==> src/rtl/time_display_scan_pkg.sv <==
// Shared constants for the time display scanner: segment patterns and the slot enum.
// Segment order is {g,f,e,d,c,b,a}, and a 0 lights the segment.
package time_disp_pkg;

  localparam int NUM_SLOTS = 6;

  localparam logic [6:0] SEG_BLANK = 7'h7F;
  localparam logic [6:0] SEG_DASH  = 7'b0111111;

  localparam logic [6:0] SEG_DIGIT [10] = '{
    7'b1000000, 7'b1111001, 7'b0100100, 7'b0110000, 7'b0011001,
    7'b0010010, 7'b0000010, 7'b1111000, 7'b0000000, 7'b0010000
  };

  typedef enum logic [2:0] {
    SLOT_HT = 3'd0,
    SLOT_HU = 3'd1,
    SLOT_MT = 3'd2,
    SLOT_MU = 3'd3,
    SLOT_ST = 3'd4,
    SLOT_SU = 3'd5
  } slot_e;

endpackage

==> src/rtl/time_display_scan_seg7.sv <==
// Combinational BCD digit to 7-segment pattern.
// A dash takes priority over a blank, and any code above 9 shows as a blank.
module seg7_encode
  import time_disp_pkg::*;
(
  input  logic [3:0] digit,
  input  logic       blank,
  input  logic       dash,
  output logic [6:0] seg
);

  always_comb begin
    seg = SEG_BLANK;
    if (dash) begin
      seg = SEG_DASH;
    end else if (!blank) begin
      case (digit)
        4'd0:    seg = SEG_DIGIT[0];
        4'd1:    seg = SEG_DIGIT[1];
        4'd2:    seg = SEG_DIGIT[2];
        4'd3:    seg = SEG_DIGIT[3];
        4'd4:    seg = SEG_DIGIT[4];
        4'd5:    seg = SEG_DIGIT[5];
        4'd6:    seg = SEG_DIGIT[6];
        4'd7:    seg = SEG_DIGIT[7];
        4'd8:    seg = SEG_DIGIT[8];
        4'd9:    seg = SEG_DIGIT[9];
        default: seg = SEG_BLANK;
      endcase
    end
  end

endmodule

==> src/rtl/time_display_scan.sv <==
// Six-digit multiplexed HH:MM:SS display driver. It scans one digit per slot and
// blanks the digit enables for one cycle at every slot change so the previous digit does not ghost.
//
// state (slot, presc) | meaning
// slot 0..5, presc==0 | ghost-blank cycle at the start of the slot: all anodes off
// slot 0..5, presc>0  | slot lit (an[slot]=0) unless the alarm blink phase hides it
module time_display_scan
  import time_disp_pkg::*;
#(
  parameter int SCAN_DIV  = 1000,
  parameter int BLINK_DIV = 64
) (
  input  logic       clk,
  input  logic       r,
  input  logic       upd,
  input  logic [4:0] hours,
  input  logic [5:0] minutes,
  input  logic [5:0] seconds,
  input  logic       hour_24,
  input  logic       a_out,
  output logic [5:0] an,
  output logic [6:0] seg,
  output logic       dp
);

  logic [15:0] presc, presc_nxt;
  logic        presc_tc;
  slot_e       slot, slot_nxt;
  logic [7:0]  frame_cnt, frame_nxt;
  logic        blink, blink_nxt;

  logic [4:0]  snap_h, h_disp;
  logic [5:0]  snap_m, snap_s, field;
  logic        snap_ok, pm, digit_blank;
  logic [3:0]  digit;
  logic [6:0]  seg_enc;
  logic [5:0]  an_nxt;
  logic        dp_nxt;

  // The outputs are built from the next-state slot, so an, seg and dp move on the same edge as the slot index.
  always_comb begin
    presc_tc  = (presc == 16'(SCAN_DIV - 1));
    presc_nxt = presc_tc ? 16'd0 : presc + 16'd1;
    slot_nxt  = slot;
    frame_nxt = frame_cnt;
    blink_nxt = blink;
    if (presc_tc) begin
      if (slot == slot_e'(3'(NUM_SLOTS - 1))) begin
        slot_nxt = SLOT_HT;
        if (frame_cnt == 8'(BLINK_DIV - 1)) begin
          frame_nxt = 8'd0;
          blink_nxt = ~blink;
        end else begin
          frame_nxt = frame_cnt + 8'd1;
        end
      end else begin
        slot_nxt = slot_e'(3'(slot) + 3'd1);
      end
    end

    pm = (snap_h >= 5'd12);
    if (hour_24)              h_disp = snap_h;
    else if (snap_h == 5'd0)  h_disp = 5'd12;
    else if (snap_h > 5'd12)  h_disp = snap_h - 5'd12;
    else                      h_disp = snap_h;

    case (slot_nxt)
      SLOT_HT, SLOT_HU: field = {1'b0, h_disp};
      SLOT_MT, SLOT_MU: field = snap_m;
      default:          field = snap_s;
    endcase

    // Odd slots hold the units digit, even slots the tens digit.
    digit       = slot_nxt[0] ? 4'(field % 6'd10) : 4'(field / 6'd10);
    digit_blank = (slot_nxt == SLOT_HT) && !hour_24 && (digit == 4'd0);

    if ((presc_nxt == 16'd0) || (a_out && blink_nxt))
      an_nxt = 6'h3F;
    else
      an_nxt = ~(6'd1 << slot_nxt);

    dp_nxt = 1'b1;
    if (snap_ok) begin
      case (slot_nxt)
        SLOT_HU, SLOT_MU: dp_nxt = 1'b0;
        SLOT_SU:          dp_nxt = hour_24 || !pm;
        default:          dp_nxt = 1'b1;
      endcase
    end
  end

  seg7_encode u_enc (
    .digit (digit),
    .blank (digit_blank),
    .dash  (!snap_ok),
    .seg   (seg_enc)
  );

  always_ff @(posedge clk) begin
    if (r) begin
      presc     <= 16'd0;
      slot      <= SLOT_HT;
      frame_cnt <= 8'd0;
      blink     <= 1'b0;
      snap_h    <= 5'd0;
      snap_m    <= 6'd0;
      snap_s    <= 6'd0;
      snap_ok   <= 1'b1;
      an        <= 6'h3F;
      seg       <= SEG_BLANK;
      dp        <= 1'b1;
    end else begin
      if (upd) begin
        snap_h  <= hours;
        snap_m  <= minutes;
        snap_s  <= seconds;
        snap_ok <= (hours <= 5'd23) && (minutes <= 6'd59) && (seconds <= 6'd59);
      end
      presc     <= presc_nxt;
      slot      <= slot_nxt;
      frame_cnt <= frame_nxt;
      blink     <= blink_nxt;
      an        <= an_nxt;
      seg       <= seg_enc;
      dp        <= dp_nxt;
    end
  end

endmodule

==> config.mk <==
export PLATFORM = sky130hd
export DESIGN_NAME = time_display_scan
export DESIGN_NICKNAME = d
export VERILOG_FILES = /design/src/rtl/time_display_scan_pkg.sv /design/src/rtl/time_display_scan_seg7.sv /design/src/rtl/time_display_scan.sv
export SDC_FILE = /design/constraint.sdc
export NUM_CORES = 1
export LEC_CHECK = 0
export CORE_MARGIN = 3
export CORE_UTILIZATION = 51
export DETAILED_ROUTE_END_ITERATION = 10
export PLACE_DENSITY = 0.75
export SYNTH_ARGS = -nofsm -noshare
export SYNTH_HDL_FRONTEND = slang
export SYNTH_SLANG_ARGS = --single-unit
export TNS_END_PERCENT = 20
==> constraint.sdc <==
create_clock -name clk -period 4.08 [get_ports clk]
set_input_delay 0.612 -clock clk [delete_from_list [all_inputs] [get_ports clk]]
set_output_delay 0.612 -clock clk [all_outputs]
set_load 0.01 [all_outputs]
=== After elaboration in Yosys (flattened, before gate mapping) ===
Memories as Yosys holds them, arrays and structs flattened.
Cells that the tools add are included.

* Multiplexer cells: 15
* Div/mod/pow operators: 2
* Shift-type cells: 1
* Add/subtract/negate cells: 4
* Equality and inequality tests: 7
* Bitwise gates (word level): 3
* $lt $le $gt $ge: 5
* Reduce and logical (&&, ||, !) cells: 20

{| class="wikitable"
|+ Operator list
! cell !! count
|-
| adder 16 x 1 -> 16 bit (second input constant) || 1
|-
| == test 16 x 10 -> 1 bit (second input constant) || 1
|-
| zero test 16 bit || 1
|-
| 2-to-1 mux 16 bit || 1
|-
| 2-to-1 mux 5 bit || 3
|-
| 2-to-1 mux 7 bit || 2
|-
| <= comparator 6 bit (second input constant) || 2
|-
| case mux 6 bit (2 select lines) || 1
|-
| OR reduction 2 bit || 5
|-
| adder 8 x 1 -> 8 bit (second input constant) || 1
|-
| == test 8 x 6 -> 1 bit (second input constant) || 1
|-
| 2-to-1 mux 8 bit || 1
|-
| divider 6 x 4 -> 6 bit (second input constant) || 1
|-
| == test 3 x 2 -> 1 bit (second input constant) || 2
|-
| == test 3 bit (second input constant) || 2
|-
| remainder unit 6 x 4 -> 6 bit (second input constant) || 1
|-
| 2-to-1 mux 3 bit || 2
|-
| NOT 6 bit || 1
|-
| left shift 1 x 3 -> 6 bit (first input constant) || 1
|-
| >= comparator 5 x 4 -> 1 bit (second input constant) || 1
|-
| greater-than comparator 5 x 4 -> 1 bit (second input constant) || 1
|-
| <= comparator 5 bit (second input constant) || 1
|-
| logical AND 1 bit || 5
|-
| zero test 5 bit || 1
|-
| other kinds (13) || 18
|}

* Word-level logic and storage cells: 70
* Memory bits (read-only): 112
* Output and inout bits: 14
* Memories: 1
* Bits in registers: 60

{| class="wikitable"
|+ Memory list
! name !! depth !! width !! read ports !! clocked after memory_dff !! wr ports !! RTL line !! text
|-
| (no name shown) || 16 || 7 || 1 || 0 || 0 || time_display_scan_seg7.sv:17 || <nowiki>case (digit)</nowiki>
|}

=== Logic depth before layout (Yosys ltp) ===
* Word-level depth: 12
* Depth in mapped cells: 17
* Depth with buffers taken out: 16

=== Hierarchy ===
Synthesis repeated with hierarchy kept, for this count alone.

* Cells, all modules: 434
* Area, all modules: 3698.5 um2

{| class="wikitable"
|+ Modules (own cells, without submodules)
! module !! cells each !! area each (um2) !! instances
|-
| time_display_scan || 404 || 3467.1 || 1
|-
| seg7_encode || 30 || 231.5 || 1
|}

=== Least setup slack after synthesis ===
OpenSTA, ideal clock, no wires.

* Kind: reg2reg
* Start point: register presc[0]
* End point: register seg[4]
* Path buffers: 2
* Data required time: 4.010 ns
* Clock period less this slack: 3.894 ns
* Cell stages (with the launch flop): 18
* Arrival: 3.824 ns
* Path slack: 0.186 ns
* Library setup time: 0.070 ns
* Cell sequence: dfxtp_1 ha_1 and4bb_1 nand4_2 or2_1 buf_2 a221oi_2 nor2b_1 buf_6 and2_4 a21o_1 a221oi_1 ha_1 xor2_1 a211oi_1 nor4b_4 mux2_4 a21oi_1

* Word-level cells in the longest chain between the ends: 10
* Elaborated cells between the ends (all ways): 17
* Classes of those cells: div: 2; eq/ne: 4; mux: 3; reduce/logical: 7; memory: 1

{| class="wikitable"
|+ RTL lines
! what !! RTL line !! text
|-
| from (decl) || time_display_scan.sv:26 || <nowiki>logic [15:0] presc, presc_nxt;</nowiki>
|-
| from (signal assigned) || time_display_scan.sv:119 || <nowiki>presc <= presc_nxt;</nowiki>
|-
| == test 16 x 10 -> 1 bit (*) || time_display_scan.sv:42 || <nowiki>presc_tc = (presc == 16'(SCAN_DIV - 1));</nowiki>
|-
| 2-to-1 mux 3 bit (*) || time_display_scan.sv:47 || <nowiki>if (presc_tc) begin</nowiki>
|-
| branches (longest 8 deep; another with memory read (16 x 7 bit)) || -- ||
|-
| to (signal assigned) || time_display_scan.sv:124 || <nowiki>seg <= seg_enc;</nowiki>
|-
| to (decl) || time_display_scan.sv:22 || <nowiki>output logic [6:0] seg,</nowiki>
|}

Mark *: on every way between the ends.
A chain may end at the register's enable or synchronous reset.

=== Worst setup path after layout ===
* Start point: register presc[1]
* End point: register seg[5]

Same word-level chain as after synthesis.

==> run metrics <==
outcome=finished, final reports clean; yosys warns=0; Worst Setup Slack, final=244 ps; critical path endpoint category=flip-flop; Clk Latency, worst-skew pair=about 340 ps; Initial Util=between 50 and 60%; register area share after synthesis=a little over a third; initial antenna violation count=0; final WL=7.91 mm; max_cap viols=0; Arrival @ worst endpoint=between 4000 and 5000 ps; Iter 0 DRT Violations=roughly 190; Worst Path Required=4290 ps; Setup-failing EPs final=0; Largest delay share family, worst path=simple AND/OR/NAND/NOR gates; Post-Syn Area per Cell=8.65 um2; vias per cell=5.74; Mapped Area=approximately 3500 um2; Clock transition at path regs=~60 ps; total die area=a little under 8000 um2; Yosys reg bits=60; skew final=7.17 ps; Root Driver=clkbuf_8; die width=88.3 um; Final Slew Violations=0; Top Ports=36; CP Buf/Inv Count=1; FFs w/ async S/R, synth=0%; largest net degree at the start of global routing=26; Hold Buf Count CTS=0; Remaining Overflow, GRT=0; ys flop type=dfxtp_1; maximum root-to-sink buffer count=2; setup TNS=0 ps; critical path peak fanout=8; Routed Antenna Nets=0; Clk pwr share=between 30% and 40%; Power Density=327 nW/um2; relative slew slack=27.3%; switching share of power=about a quarter; post-route insts no fill=between 500 and 600; Post-DP Area=roughly 3900 um2; H-Tree Depth=3; num rows=29; Fill cells=576; Psw=roughly 350 uW; leakage power total=0.00168 uW; CP Class=reg2reg; Final GP Congestion=0.917; dpl cells=510; Worst Tran Pin Value=1090 ps; startpoint types=flip-flop; layout cells sized above 1=14.9%; commonest non-fill, non-tap cell in the layout=dfxtp_1; Reg power frac=45.4%; HP Class=reg2reg; crit-path max cell delay=370 ps; Synth Net Count=431; Yosys cell types=68; worst slack, placed=-26.2 ps; post-DP HPWL=5.86 mm; global-route wire length before repair=13.1 mm; routed length per instance=15.0 um; Die Ht=88.3 um; vias in the first global route=about 2.8k; core footprint=6460 um2; VDD IR max=264 uV; Int Pwr=roughly 1000 uW; design area=between 4000 and 5000 um2; number of synthesized flops with an enable pin=0; Area growth syn-to-layout=22.1%; crit path cell chain=ha_1, and4bb_1, nand4_2, or2_4, a221oi_2, nor2b_2, and2_4, a21o_1, a221oi_1, ha_2, xor2_1, a211oi_2, nor4b_4, buf_4, nand3b_1, o311ai_1; final worst-path cycle share=a little over nine tenths; count of input and output buffers=35; DRC=0; CTS Sinks=60; Final Util=between 60% and 70%; most frequent cells in the layout=dfxtp_1, nor2_1, clkdlybuf4s50_1; first-pass detailed-route iteration total=4; Post-Syn Instances=about 400; fmax=261 MHz; Final Hold Fails=0; Inserted Diodes=0; Period minus WS final=3840 ps; Global Route Usage Sum=21.6%; slowest cell on the critical path=dfxtp_1; via count=3031; nets@finish=480; CTS tree=built; combinational fraction of design power=16.6%; CTS buffer count=9
[power by group through the flow]
stage	clock network (uW)	registers, uW	logic (uW)
after floorplan	0	637	135
after global placement	0	636	211
after detailed placement	0	637	217
after CTS	543	624	218
after global routing	562	627	253
final	524	625	228
[synth_stat cells, types with 3 or more instances]
cell | count | area, um2
a211o_1 | 3 | 26.3
a211oi_1 | 3 | 22.5
a21o_1 | 4 | 30.0
a21oi_1 | 18 | 90.1
a221oi_1 | 4 | 35.0
a31oi_1 | 6 | 37.5
and3_1 | 6 | 37.5
buf_2 | 5 | 25.0
buf_6 | 3 | 33.8
clkbuf_1 | 9 | 33.8
dfxtp_1 | 60 | 1200
ha_1 | 10 | 125
inv_1 | 17 | 63.8
mux2i_1 | 23 | 230
nand2_1 | 30 | 113
nand2b_1 | 4 | 25.0
nand3_1 | 12 | 60.1
nand4_1 | 7 | 43.8
nor2_1 | 56 | 210
nor2b_1 | 6 | 37.5
nor3_1 | 14 | 70.1
nor4_1 | 3 | 18.8
o211ai_1 | 5 | 37.5
o21ai_0 | 8 | 40.0
o21ai_1 | 4 | 20.0
xnor2_1 | 13 | 114
xor2_1 | 12 | 105
[per-layer routing]
layer,share of wire (%),global-route usage (%),vias up
met5,0,0,-
met3,5.9,4.56,17
met2,44,32.9,87
li1,-,-,1519
met1,48,30.1,1408
met4,1.5,7.83,0
[path summary, 6_finish.rpt]
kind | from | end | slack [ps] | cells past startpoint
worst max-delay path | presc[1] | seg[5] | 240 | 16
worst min-delay path | presc[0] | presc[0] | 450 | 1
worst min register to register | presc[0] | presc[0] | 450 | 1
worst max register to register | presc[1] | seg[5] | 240 | 16
[registers in the layout, summed over array words and instances, names as in the netlist]
name / count
an: 6
blink: 1
dp: 1
frame_cnt: 8
presc: 16
seg: 7
slot: 3
snap_h: 5
snap_m: 6
snap_ok: 1
snap_s: 6
[through the flow]
| step | total power [uW] | hold slack [ps] |
|---|---|---|
| 2_1_floorplan | 772 | 411 |
| 3_3_place_gp | 847 | 460 |
| 3_5_place_dp | 854 | 473 |
| 4_1_cts | 1380 | 490 |
| 5_1_grt | 1440 | 475 |
| 6_report | 1380 | 448 |
[final cells by class]
type,instances,area [um2],share of cell area [%]
flip-flops and latches,60,1200,28.6
well taps,77,96.3,2.29
multi-input cells,303,2150,51.0
inverters,18,67.6,1.60
clock inverters,2,35.0,0.831
repair buffers,56,508,12.1
clock buffers,12,155,3.68
[what timing repair did]
| action | in CTS | in global routing |
|---|---|---|
| setup buffers | 0 | 4 |
| endpoints found under the setup margin | 0 | 7 |
| gates resized for setup | 0 | 13 |
[cells by family after synthesis]
| group | after synthesis | synth area share (%) |
|---|---|---|
| buffers and inverters | 36 | 4.75 |
| AO/OA/AOI/OAI | 81 | 17.9 |
| AND/OR/NAND/NOR | 160 | 24.3 |
| XOR/XNOR | 26 | 6.81 |
| adder cells (fa/ha/maj) | 11 | 3.91 |
| flip-flops | 60 | 34.8 |
| multiplexers | 25 | 7.54 |
No activity file was read; power rests on OpenSTA's default activity.
